## src/rtl/if_id_stage_buffer_if.sv

```systemverilog
// Handshake and data bundle between IF, the IF/ID stage buffer and ID.
// slave is the buffer's view; master is the IF/ID environment's view.
interface if_id_stage_buffer_if #(
  parameter int PC_W    = 32,
  parameter int INSTR_W = 32,
  parameter int CNT_W   = 2
);
  logic               flush;
  logic               if_valid;
  logic [PC_W-1:0]    if_pc_in;
  logic [INSTR_W-1:0] if_instr_in;
  logic               if_ready;
  logic               id_ready;
  logic               id_valid;
  logic [PC_W-1:0]    id_pc_out;
  logic [INSTR_W-1:0] id_instr_out;
  logic [CNT_W-1:0]   occupancy;
  logic [1:0]         ExtSelect_out;
  logic               id_GPR_we;
  logic [4:0]         id_GPR_waddr;
  logic [1:0]         id_GPR_wdata_select;

  modport slave (
    input  flush, if_valid, if_pc_in, if_instr_in, id_ready,
    output if_ready, id_valid, id_pc_out, id_instr_out, occupancy,
           ExtSelect_out, id_GPR_we, id_GPR_waddr, id_GPR_wdata_select
  );

  modport master (
    output flush, if_valid, if_pc_in, if_instr_in, id_ready,
    input  if_ready, id_valid, id_pc_out, id_instr_out, occupancy,
           ExtSelect_out, id_GPR_we, id_GPR_waddr, id_GPR_wdata_select
  );
endinterface

```

## src/rtl/if_id_stage_buffer.sv

```systemverilog
// IF->ID stage as a DEPTH-entry FIFO with valid/ready on both sides, flush,
// occupancy, and a predecode of the head instruction for the hazard unit.
module if_id_stage_buffer #(
  parameter int PC_W    = 32,
  parameter int INSTR_W = 32,
  parameter int DEPTH   = 2,
  parameter int CNT_W   = 2
) (
  input  logic                 clk,
  input  logic                 reset,
  if_id_stage_buffer_if.slave  bus
);

  localparam int               PTR_W = (DEPTH > 1) ? $clog2(DEPTH) : 1;
  localparam logic [PTR_W-1:0] LAST  = PTR_W'(DEPTH - 1);
  localparam logic [CNT_W-1:0] FULL  = CNT_W'(DEPTH);

  logic [PTR_W-1:0]   rd_ptr, wr_ptr;
  logic [CNT_W-1:0]   count;
  logic [PC_W-1:0]    pc_mem    [DEPTH];
  logic [INSTR_W-1:0] instr_mem [DEPTH];

  logic head_valid, room, push, pop;
  logic [5:0] op, fn;
  logic [4:0] rt, rd;

  function automatic logic [PTR_W-1:0] next_ptr(input logic [PTR_W-1:0] p);
    return (p == LAST) ? '0 : p + PTR_W'(1);
  endfunction

  function automatic logic [4:0] gpr_waddr(input logic [5:0] o,
                                           input logic [4:0] t,
                                           input logic [4:0] d);
    if (o == 6'b000011)      return 5'd31;
    else if (o == 6'b000000) return d;
    else                     return t;
  endfunction

  function automatic logic gpr_we(input logic [5:0] o, input logic [5:0] f);
    casez (o)
      6'b000000: return (f != 6'b001000);
      6'b101011,
      6'b0001??,
      6'b000010: return 1'b0;
      default:   return 1'b1;
    endcase
  endfunction

  function automatic logic [1:0] wdata_sel(input logic [5:0] o);
    case (o)
      6'b000011: return 2'b10;
      6'b100011: return 2'b01;
      default:   return 2'b00;
    endcase
  endfunction

  function automatic logic [1:0] ext_sel(input logic [5:0] o);
    casez (o)
      6'b000000,
      6'b0001??: return 2'b10;
      6'b001100,
      6'b001101,
      6'b001110: return 2'b01;
      6'b001111: return 2'b11;
      default:   return 2'b00;
    endcase
  endfunction

  // Handshake: ready depends on held state only, never on id_ready.
  assign head_valid = (count != '0);
  assign room       = (count < FULL);
  assign push       = bus.if_valid & room & ~bus.flush;
  assign pop        = head_valid & bus.id_ready & ~bus.flush;

  always_ff @(posedge clk or negedge reset) begin
    if (!reset) begin
      count  <= '0;
      rd_ptr <= '0;
      wr_ptr <= '0;
      for (int i = 0; i < DEPTH; i++) begin
        pc_mem[i]    <= '0;
        instr_mem[i] <= '0;
      end
    end else if (bus.flush) begin
      count  <= '0;
      rd_ptr <= '0;
      wr_ptr <= '0;
    end else begin
      if (push) begin
        pc_mem[wr_ptr]    <= bus.if_pc_in;
        instr_mem[wr_ptr] <= bus.if_instr_in;
        wr_ptr            <= next_ptr(wr_ptr);
      end
      if (pop) rd_ptr <= next_ptr(rd_ptr);
      if (push && !pop)      count <= count + CNT_W'(1);
      else if (pop && !push) count <= count - CNT_W'(1);
    end
  end

  // Head presentation: an empty stage shows an all-zero NOP.
  assign bus.if_ready     = room;
  assign bus.id_valid     = head_valid;
  assign bus.occupancy    = count;
  assign bus.id_pc_out    = head_valid ? pc_mem[rd_ptr]    : '0;
  assign bus.id_instr_out = head_valid ? instr_mem[rd_ptr] : '0;

  assign op = bus.id_instr_out[31:26];
  assign rt = bus.id_instr_out[20:16];
  assign rd = bus.id_instr_out[15:11];
  assign fn = bus.id_instr_out[5:0];

  assign bus.id_GPR_waddr        = head_valid ? gpr_waddr(op, rt, rd) : 5'd0;
  assign bus.id_GPR_we           = head_valid & gpr_we(op, fn);
  assign bus.id_GPR_wdata_select = head_valid ? wdata_sel(op) : 2'b00;
  assign bus.ExtSelect_out       = head_valid ? ext_sel(op)   : 2'b00;

endmodule

```

## src/flat_wrapper.sv

```systemverilog
// flat-port wrapper written by rule: the top's interface ports become plain ports
module if_id_stage_buffer_flat 
#(
  parameter int PC_W    = 32,
  parameter int INSTR_W = 32,
  parameter int DEPTH   = 2,
  parameter int CNT_W   = 2
)
  (clk, reset, bus_flush, bus_if_valid, bus_if_pc_in, bus_if_instr_in, bus_id_ready, bus_if_ready, bus_id_valid, bus_id_pc_out, bus_id_instr_out, bus_occupancy, bus_ExtSelect_out, bus_id_GPR_we, bus_id_GPR_waddr, bus_id_GPR_wdata_select);
  if_id_stage_buffer_if #(.PC_W(PC_W), .INSTR_W(INSTR_W), .CNT_W(CNT_W)) bus_i ();
  input  logic clk;
  input  logic reset;
  input wire logic [$bits(bus_i.flush)-1:0] bus_flush;
  input wire logic [$bits(bus_i.if_valid)-1:0] bus_if_valid;
  input wire logic [$bits(bus_i.if_pc_in)-1:0] bus_if_pc_in;
  input wire logic [$bits(bus_i.if_instr_in)-1:0] bus_if_instr_in;
  input wire logic [$bits(bus_i.id_ready)-1:0] bus_id_ready;
  output wire logic [$bits(bus_i.if_ready)-1:0] bus_if_ready;
  output wire logic [$bits(bus_i.id_valid)-1:0] bus_id_valid;
  output wire logic [$bits(bus_i.id_pc_out)-1:0] bus_id_pc_out;
  output wire logic [$bits(bus_i.id_instr_out)-1:0] bus_id_instr_out;
  output wire logic [$bits(bus_i.occupancy)-1:0] bus_occupancy;
  output wire logic [$bits(bus_i.ExtSelect_out)-1:0] bus_ExtSelect_out;
  output wire logic [$bits(bus_i.id_GPR_we)-1:0] bus_id_GPR_we;
  output wire logic [$bits(bus_i.id_GPR_waddr)-1:0] bus_id_GPR_waddr;
  output wire logic [$bits(bus_i.id_GPR_wdata_select)-1:0] bus_id_GPR_wdata_select;
  assign bus_i.flush = bus_flush;
  assign bus_i.if_valid = bus_if_valid;
  assign bus_i.if_pc_in = bus_if_pc_in;
  assign bus_i.if_instr_in = bus_if_instr_in;
  assign bus_i.id_ready = bus_id_ready;
  assign bus_if_ready = bus_i.if_ready;
  assign bus_id_valid = bus_i.id_valid;
  assign bus_id_pc_out = bus_i.id_pc_out;
  assign bus_id_instr_out = bus_i.id_instr_out;
  assign bus_occupancy = bus_i.occupancy;
  assign bus_ExtSelect_out = bus_i.ExtSelect_out;
  assign bus_id_GPR_we = bus_i.id_GPR_we;
  assign bus_id_GPR_waddr = bus_i.id_GPR_waddr;
  assign bus_id_GPR_wdata_select = bus_i.id_GPR_wdata_select;
  if_id_stage_buffer #(.PC_W(PC_W), .INSTR_W(INSTR_W), .DEPTH(DEPTH), .CNT_W(CNT_W)) u_core (.clk(clk), .reset(reset), .bus(bus_i));
endmodule
```

## config.mk

```make
export PLATFORM = sky130hd
export DESIGN_NAME = if_id_stage_buffer_flat
export DESIGN_NICKNAME = d
export VERILOG_FILES = /design/src/rtl/if_id_stage_buffer_if.sv /design/src/rtl/if_id_stage_buffer.sv /design/src/flat_wrapper.sv
export SDC_FILE = /design/constraint.sdc
export NUM_CORES = 1
export LEC_CHECK = 0
export ABC_AREA = 1
export CAP_MARGIN = 10
export CORE_ASPECT_RATIO = 0.8
export CORE_MARGIN = 2
export CORE_UTILIZATION = 55
export DETAILED_ROUTE_END_ITERATION = 8
export PLACE_DENSITY = 0.86
export SYNTH_ARGS = -nofsm -noshare
export SYNTH_HDL_FRONTEND = slang
export SYNTH_SLANG_ARGS = --single-unit
export TNS_END_PERCENT = 1
```

## constraint.sdc

```tcl
create_clock -name clk -period 4.8 [get_ports clk]
set_input_delay 1.2 -clock clk [delete_from_list [all_inputs] [get_ports clk]]
set_output_delay 1.2 -clock clk [all_outputs]
set_load 0.05 [all_outputs]
```

==> summary.md <==
TritonCTS built the clock tree. The worst setup path is captured at an output pin. The detailed placer's ending HPWL is 9483 um. The maximum ir drop on the vdd rail was 0.4645 mV.

The proportion of layout cells with a drive suffix above 1 is 11.66%, and the number of pins exceeding their max-slew limit in the final report is 0. The detailed router placed 5,580 vias in this run. The run gives 132 as the sink count of the clock tree.

The tools report the launching point of the worst reg2reg path as u_core.bus.occupancy[1]$_DFFE_PN0P_. The number of warning messages in the yosys log came out at 0. The netlist uses 24 different library cells.

For the total number of placement rows, the log shows 35. The tightest min-delay check is of the reg -> reg type. The pin slew with the least headroom to its limit was 1.167 ns; the area of the die was 0.01260 mm2.

The first global-routing pass estimated 25,430 um of wire. STA puts the critical path data required time at 3.60 ns. Setup repair after global routing left no endpoint under its margin. The clock passes through at most 2 buffers.

Number of flops mapped to enable cells by yosys: 0. For the synthesized netlist net count, the log shows 861. The logs give 0 for the number of nets with antenna violations after routing and 0.006440 mm2 for the area of the mapped netlist. The quantity of gates resized following cts is 0, and the die height is 100.8 um. For the number of antenna violations at the first check in global routing, the log shows 0. The via count normalized by instance count came out at 5.196. The tools report the count of routing violations after the opening detailed-route iteration as 401.

The number of max-cap violations was 0; the combined global-route utilization of all metal layers was 25.14%. The synthesized design spends more area on one cell type than any other, namely sky130_fd_sc_hd__dfrtp_1. In the final design database the tool counted 984 nets.

The I/O pin count was 147. Yosys attributes the largest share of cell area to sky130_fd_sc_hd__dfrtp_1 51%, sky130_fd_sc_hd__nand2_1 17%, sky130_fd_sc_hd__o21ai_2 6.8%, sky130_fd_sc_hd__o21ai_0 5.2%, sky130_fd_sc_hd__inv_1 4.8%. The share of synthesized flip-flops with an asynchronous set or reset is 100.0%. The routed design has 15,100 um of wire.

Data arrives at the worst endpoint at 3.02 ns. The width of the die is 125.0 um. The worst path uses 87.98% of the clock period.

The final hold violation count came out at 0. The start point of the worst hold path was u_core.pc_mem[34]$_DFFE_PN0P_. The biggest cell delay along the critical path was 0.80 ns. In this run the worst setup path begins at u_core.rd_ptr$_DFFE_PN0P_. Final critical path time including I/O delays and setup: 4.223 ns. Counting flops and latches in the post-synthesis netlist gives 132. For the starting density of the core, the log shows 56.13%. The worst setup path is launched from a register. At the end of routability-driven placement, the weighted congestion stood at 0.8660. Dividing the detail-routed wire length by the instance count gives 14.06 um. The cell that appears most often on the critical path is sky130_fd_sc_hd__nand2_1.

The core region is 0.01147 mm2. Most frequently used cell type in the post-synthesis netlist: sky130_fd_sc_hd__nand2_1. In this run the tool buffered the top-level ports with 146 buffer cells. The critical path class is reg -> out.

The number of failing setup endpoints in the final timing report was 0; the total power density per cell area was 804.2 mW/mm2. The CTS H-tree depth is 4. The signal on the critical path passes through buf_4 -> nand2_1 -> nand2_1 -> nand2_1 -> nand2_2 -> inv_2 -> nand2_4 -> nor2_8 -> inv_2 -> nand2_1 -> nand3_1 -> clkdlybuf4s50_1. The maximum fanout along the worst path was 66. Top flip-flop cell by instance count after synthesis: sky130_fd_sc_hd__dfrtp_1.

The via count of the first global-routing pass was 5,415; the clock-pin transition on the worst setup and hold timing paths was 0.06 ns. The mean instance size in the synthesized netlist was 8.131 um2. The setup clock skew after layout is 0.008873 ns. Cell type of the slowest stage on the worst timing path: sky130_fd_sc_hd__clkdlybuf4s50_1.

Sorting the synthesized cells by how often they occur yields 291 x sky130_fd_sc_hd__nand2_1, 132 x sky130_fd_sc_hd__dfrtp_1, 83 x sky130_fd_sc_hd__inv_1. For the clock insertion delay at the later pin of the skew report, the log shows 0.41 ns. The cell class contributing the biggest share of worst-path delay was buffers and inverters. Leftover overflow at the end of global routing: 0.

The clock root buffer was sky130_fd_sc_hd__clkbuf_16. Synthesis produced 792 cells. After detailed routing, the number of remaining DRC violations is 0. The area overhead of the layout relative to synthesis is 30.62%, and the number of buffer and inverter instances along the worst setup path is 4.

The first TritonRoute pass finished after 5 iterations. The run gives 22.17% as the tightest slew margin relative to the limit. Timing would allow up to 236.8 MHz.

For this design the static power due to leakage is 4.105 nW. The number of antenna diodes in the final layout is 0. The final setup TNS is 0 ns, and the post-synthesis sequential area ratio is 51.29%. The proportion of netlist area held by the largest area contributor is 51.29%, and the number of buffers added by the clock tree synthesis step is 17.

After clock tree synthesis, the setup repair step added 0 buffers. Hold timing on the final database bottoms out at a slack of 0.4787 ns. The run finished with clean final reports. After filler insertion, the fill cell instance count of the layout stands at 871.

For this design, the CTS-stage hold fixing added 0 buffers. The run gives 129 as the maximum number of pins on one net before global-route repair.
## layer usage
layer  GRT usage [%]  part of all wire [%]  vias to the layer above
li1                -                     -                     2732
met5               0                     0                        -
met4           10.51                   1.8                        0
met3           5.786                   6.2                       27
met1           32.95                    45                     2650
met2           40.93                    47                      171
## worst register-to-register path, stage by stage, from the launching register on
cell and delay (ns):
sky130_fd_sc_hd__dfrtp_1 0.45, sky130_fd_sc_hd__inv_2 0.12, sky130_fd_sc_hd__nand2_2 0.11, sky130_fd_sc_hd__nor2_4 0.05, sky130_fd_sc_hd__inv_2 0.07, sky130_fd_sc_hd__or2_4 0.62, sky130_fd_sc_hd__buf_12 0.39, sky130_fd_sc_hd__nand2_1 0.23
sky130_fd_sc_hd__o21ai_2 0.09
## cell usage in the layout (no fill, tap or decap), drive strengths merged
cell             n
nand2          299
clkdlybuf4s50  145
dfrtp          132
o21ai          131
inv             90
a21oi           58
clkbuf          27
nand3           15
nor2            12
buf              8
nor3             2
clkinv           2
or2              2
nand4            1
o22ai            1
bufinv           1
## sequential cells by signal, indices dropped and copies added (netlist names)
register,cells
u_core.bus.occupancy,2
u_core.instr_mem,64
u_core.pc_mem,64
u_core.rd_ptr,1
u_core.wr_ptr,1
## power breakdown
part | total, W | switching, W | internal, W
Combinational | 0.00358 | 0.00242 | 0.00116
Clock | 0.00126 | 0.000443 | 0.000816
Sequential | 0.00193 | 0.000295 | 0.00164
## path summary, 6_finish.rpt
path / to / slack (ns) / cells past startpoint
worst max register to register: u_core.instr_mem[46]$_DFFE_PN0P_ / 2.59 / 8
max in group asynchronous: u_core.pc_mem[46]$_DFFE_PN0P_ / 2.87 / 2
min in group asynchronous: u_core.instr_mem[62]$_DFFE_PN0P_ / 0.92 / 1
worst max-delay path: bus_id_GPR_waddr[2] / 0.58 / 12
worst min-delay path: u_core.pc_mem[34]$_DFFE_PN0P_ / 0.48 / 2
worst min register to register: u_core.pc_mem[34]$_DFFE_PN0P_ / 0.48 / 2
## stage by stage
| step | instances | util [%] | setup slack [ns] | cell area, um2 | total power [W] |
|---|---|---|---|---|---|
| 2_1_floorplan | 792 | - | 0.9168 | 6440 | 0.004478 |
| 3_3_place_gp | 1044 | 68.23 | 1.071 | 7829 | 0.005414 |
| 3_5_place_dp | 1044 | 68.23 | 1.014 | 7829 | 0.005488 |
| 4_1_cts | 1074 | 73.32 | 0.5906 | 8412 | 0.006790 |
| 5_1_grt | 1074 | 73.32 | 0.3803 | 8412 | 0.007158 |
| 6_report | 1074 | 73.32 | 0.5767 | 8412 | 0.006765 |
## cells by family (layout without fill, tap and decap cells)
logic type	count (synthesis)	in the layout	synth area share (%)
AND/OR/NAND/NOR	331	331	20.54
AO/OA/AOI/OAI	190	190	17.70
buffers and inverters	139	273	10.47
flip-flops	132	132	51.29
## cell type report
class | instances | area [um2] | area share (%)
multi-input combinational | 521 | 2477 | 29.45
inverter | 90 | 337.8 | 4.016
tap | 148 | 185.2 | 2.201
sequential | 132 | 3304 | 39.28
clock inverter | 3 | 40.04 | 0.4760
clock buffer | 27 | 543.0 | 6.455
timing repair buffer | 153 | 1524 | 18.12
Power figures use the tool's default switching activity.
==> RTL change: new RTL, same settings <==
`DEPTH` is set to 2 in 2 places; all go to 1.
--- a/src/rtl/if_id_stage_buffer.sv
+++ b/src/rtl/if_id_stage_buffer.sv
@@ -3,7 +3,7 @@
 module if_id_stage_buffer #(
   parameter int PC_W    = 32,
   parameter int INSTR_W = 32,
-  parameter int DEPTH   = 2,
+  parameter int DEPTH   = 1,
   parameter int CNT_W   = 2
 ) (
   input  logic                 clk,
--- a/src/flat_wrapper.sv
+++ b/src/flat_wrapper.sv
@@ -3,7 +3,7 @@
 #(
   parameter int PC_W    = 32,
   parameter int INSTR_W = 32,
-  parameter int DEPTH   = 2,
+  parameter int DEPTH   = 1,
   parameter int CNT_W   = 2
 )
   (clk, reset, bus_flush, bus_if_valid, bus_if_pc_in, bus_if_instr_in, bus_id_ready, bus_if_ready, bus_id_valid, bus_id_pc_out, bus_id_instr_out, bus_occupancy, bus_ExtSelect_out, bus_id_GPR_we, bus_id_GPR_waddr, bus_id_GPR_wdata_select);
Formal check against the unedited RTL: not equivalent (a bounded check fails within 4 cycles, from zero or initial values and one cycle with reset low).
==> RTL change against the original RTL <==
Via count shrank 46%; fmax grew 4.5%; routed wire length shrank 43%; power shrank 39%; setup slack gained 180 ps; largest power group unchanged; sequential cell count shrank 66; area after synthesis shrank 51%; highest routed layer unchanged; non-clock buffer count shrank 4; final area shrank 43%; critical path depth shrank 4.
==> RTL change: results (changes against the original RTL) <==
Place
  • Post-DP Area: 4610 um^2 (-41%)
  • Final GP Congestion: 0.850 (-1.9%)
  • Post-DP HPWL: 6060 um (-36%)
  • IO Port Bufs: 146 (unchanged)
  • Pre-CTS setup slack: 1110 ps (+100 ps)

CTS
  • H-tree depth: 3 (-1)
  • Clk buf depth: 2 (unchanged)
  • Skew-Pair Late Insertion Delay: 350 ps (-60 ps)
  • Clock slew at reported path FFs: 80 ps (+20 ps)
  • Cts bufs inserted: 9 (-8)
  • CTS Root Cell: clkbuf_8
  • # Post-CTS Setup Buffers: 0 (unchanged)
  • Post-CTS resize count: 0 (unchanged)

Power and ir drop
  • Lkg Pwr: 2.19 nW (-47%)
  • Worst vdd ir: 0.489 mV (+5.3%)

Synth
  • Most common library cells after synthesis: nand2_1, inv_1, nor2_1, dfrtp_1, o21ai_0
  • Seq/Total Area, Yosys: 51.9% (+0.57 points)
  • Synth Flop Type: dfrtp_1
  • Synth warn: 0 (unchanged)
  • Synth top area cells: dfrtp_1, nand2_1, o21ai_0, inv_1, nor2_1
  • Mapped Nets: 472 (-45%)
  • Synth cell types: 26 (+8.3%)
  • Post-synthesis async set-or-reset flop share: 100% (unchanged)

Worst setup path
  • CP max FO: 43 (-35%)
  • CP peak stage delay: 830 ps (+30 ps)
  • Crit path DAT: 2840 ps (-180 ps)
  • Crit-path slowest cell: clkdlybuf4s50_1

Finish
  • Nets: 611 (-38%)
  • Proportion of layout cells with a drive suffix above 1: 5.68% (-6.0 points)
  • Antenna cells: 0 (unchanged)

Global route
  • Initial antenna violation count: 0 (unchanged)
  • Gr usage total: 27.9% (+2.7 points)
  • Largest net degree at the start of global routing: 126 (-2.3%)
  • First-pass GRT wire length: 13700 um (-46%)

Routing
  • DR WL/cell: 13.8 um (-1.9%)
  • Via count: 3033 (-46%)
  • Number of DRC markers in iteration 0: 192 (-52%)
  • Pre-antenna DRT Iters: 4 (-1)

Timing
  • Setup Skew: 10.4 ps (+1.55 ps)
  • Worst Tran Pin Value: 1010 ps (-155 ps)

Outcome
  • Status: finished, final reports clean

Min path
  • Hold Crit Class: reg -> reg
==> RTL change: changes by cell type in the layout (fill, tap and decap cells not counted), sizes merged, moves of 2 or more <==
cell      delta
nor2        +57
clkbuf      -15
dfrtp       -66
o21ai       -64
nand2      -214
buf          -4
a21oi       -56
o211ai       +5
clkinvlp     +2
inv         -17
nand3        -7
or2          -2
==> RTL change: through the flow <==
step | utilization, % | instances
after CTS | 87.2 | 624
after floorplan | - | 402
after global routing | 87.2 | 624
final | 87.2 | 624
after detailed placement | 83.5 | 608
after global placement | 83.5 | 608
==> RTL change: report_power, final <==
part	switching (mW)	internal, mW	total (mW)
logic	1.89	0.831	2.72
clock network	0.210	0.267	0.478
registers	0.111	0.825	0.936
total	2.22	1.92	4.14
==> RTL change: worst paths after layout <==
path	from	endpoint	slack (ps)	cells after the start
worst max-delay path	u_core.bus.occupancy[0]$_DFFE_PN0P_	bus_id_GPR_we	760	8
worst min-delay path	u_core.instr_mem[2]$_DFFE_PN0P_	u_core.instr_mem[2]$_DFFE_PN0P_	510	2
worst max register to register	u_core.bus.occupancy[0]$_DFFE_PN0P_	u_core.pc_mem[28]$_DFFE_PN0P_	2490	6
worst min register to register	u_core.instr_mem[2]$_DFFE_PN0P_	u_core.instr_mem[2]$_DFFE_PN0P_	510	2
max in group asynchronous	reset	u_core.pc_mem[11]$_DFFE_PN0P_	2960	2
min in group asynchronous	reset	u_core.instr_mem[24]$_DFFE_PN0P_	920	1
==> RTL change: per-layer routing <==
metal  vias to the layer above  track usage [%]  wire, um  part of all wire, %
met3                         9             9.33       653                  7.6
met2                       116             44.2      4240                   49
met4                         0             7.13        87                  1.0
met1                      1414             37.3      3630                   42
li1                       1494                -         -                    -
met5                         -                0         0                    0
==> RTL change: area by class of cell <==
| class | instances | area, um^2 |
|---|---|---|
| flip-flops and latches | 66 | 1650 |
| repair buffers | 149 | 1480 |
| multi-input cells | 242 | 1110 |
| fillers | 320 | 706 |
| inverters | 73 | 277 |
| clock buffers | 12 | 155 |
| well taps | 78 | 97.6 |
| clock inverters | 4 | 50.0 |
==> RTL change: kinds of logic after synthesis <==
| family | synth area share (%) |
|---|---|
| DFF | 51.9 |
| and+or+nand+nor | 21.5 |
| xor gates and xnor gates | 0.275 |
| adders and majority gates | 0.393 |
| buffers and inverters | 13.4 |
| AOI/OAI and AO/OA | 12.6 |
==> RTL change: critical path: cells and delay by family (launching register included) <==
kind	cells	cell delay, ps
buf+inv	3	1320
simple gates	4	580
flops	1	380
fa+ha+maj	1	210
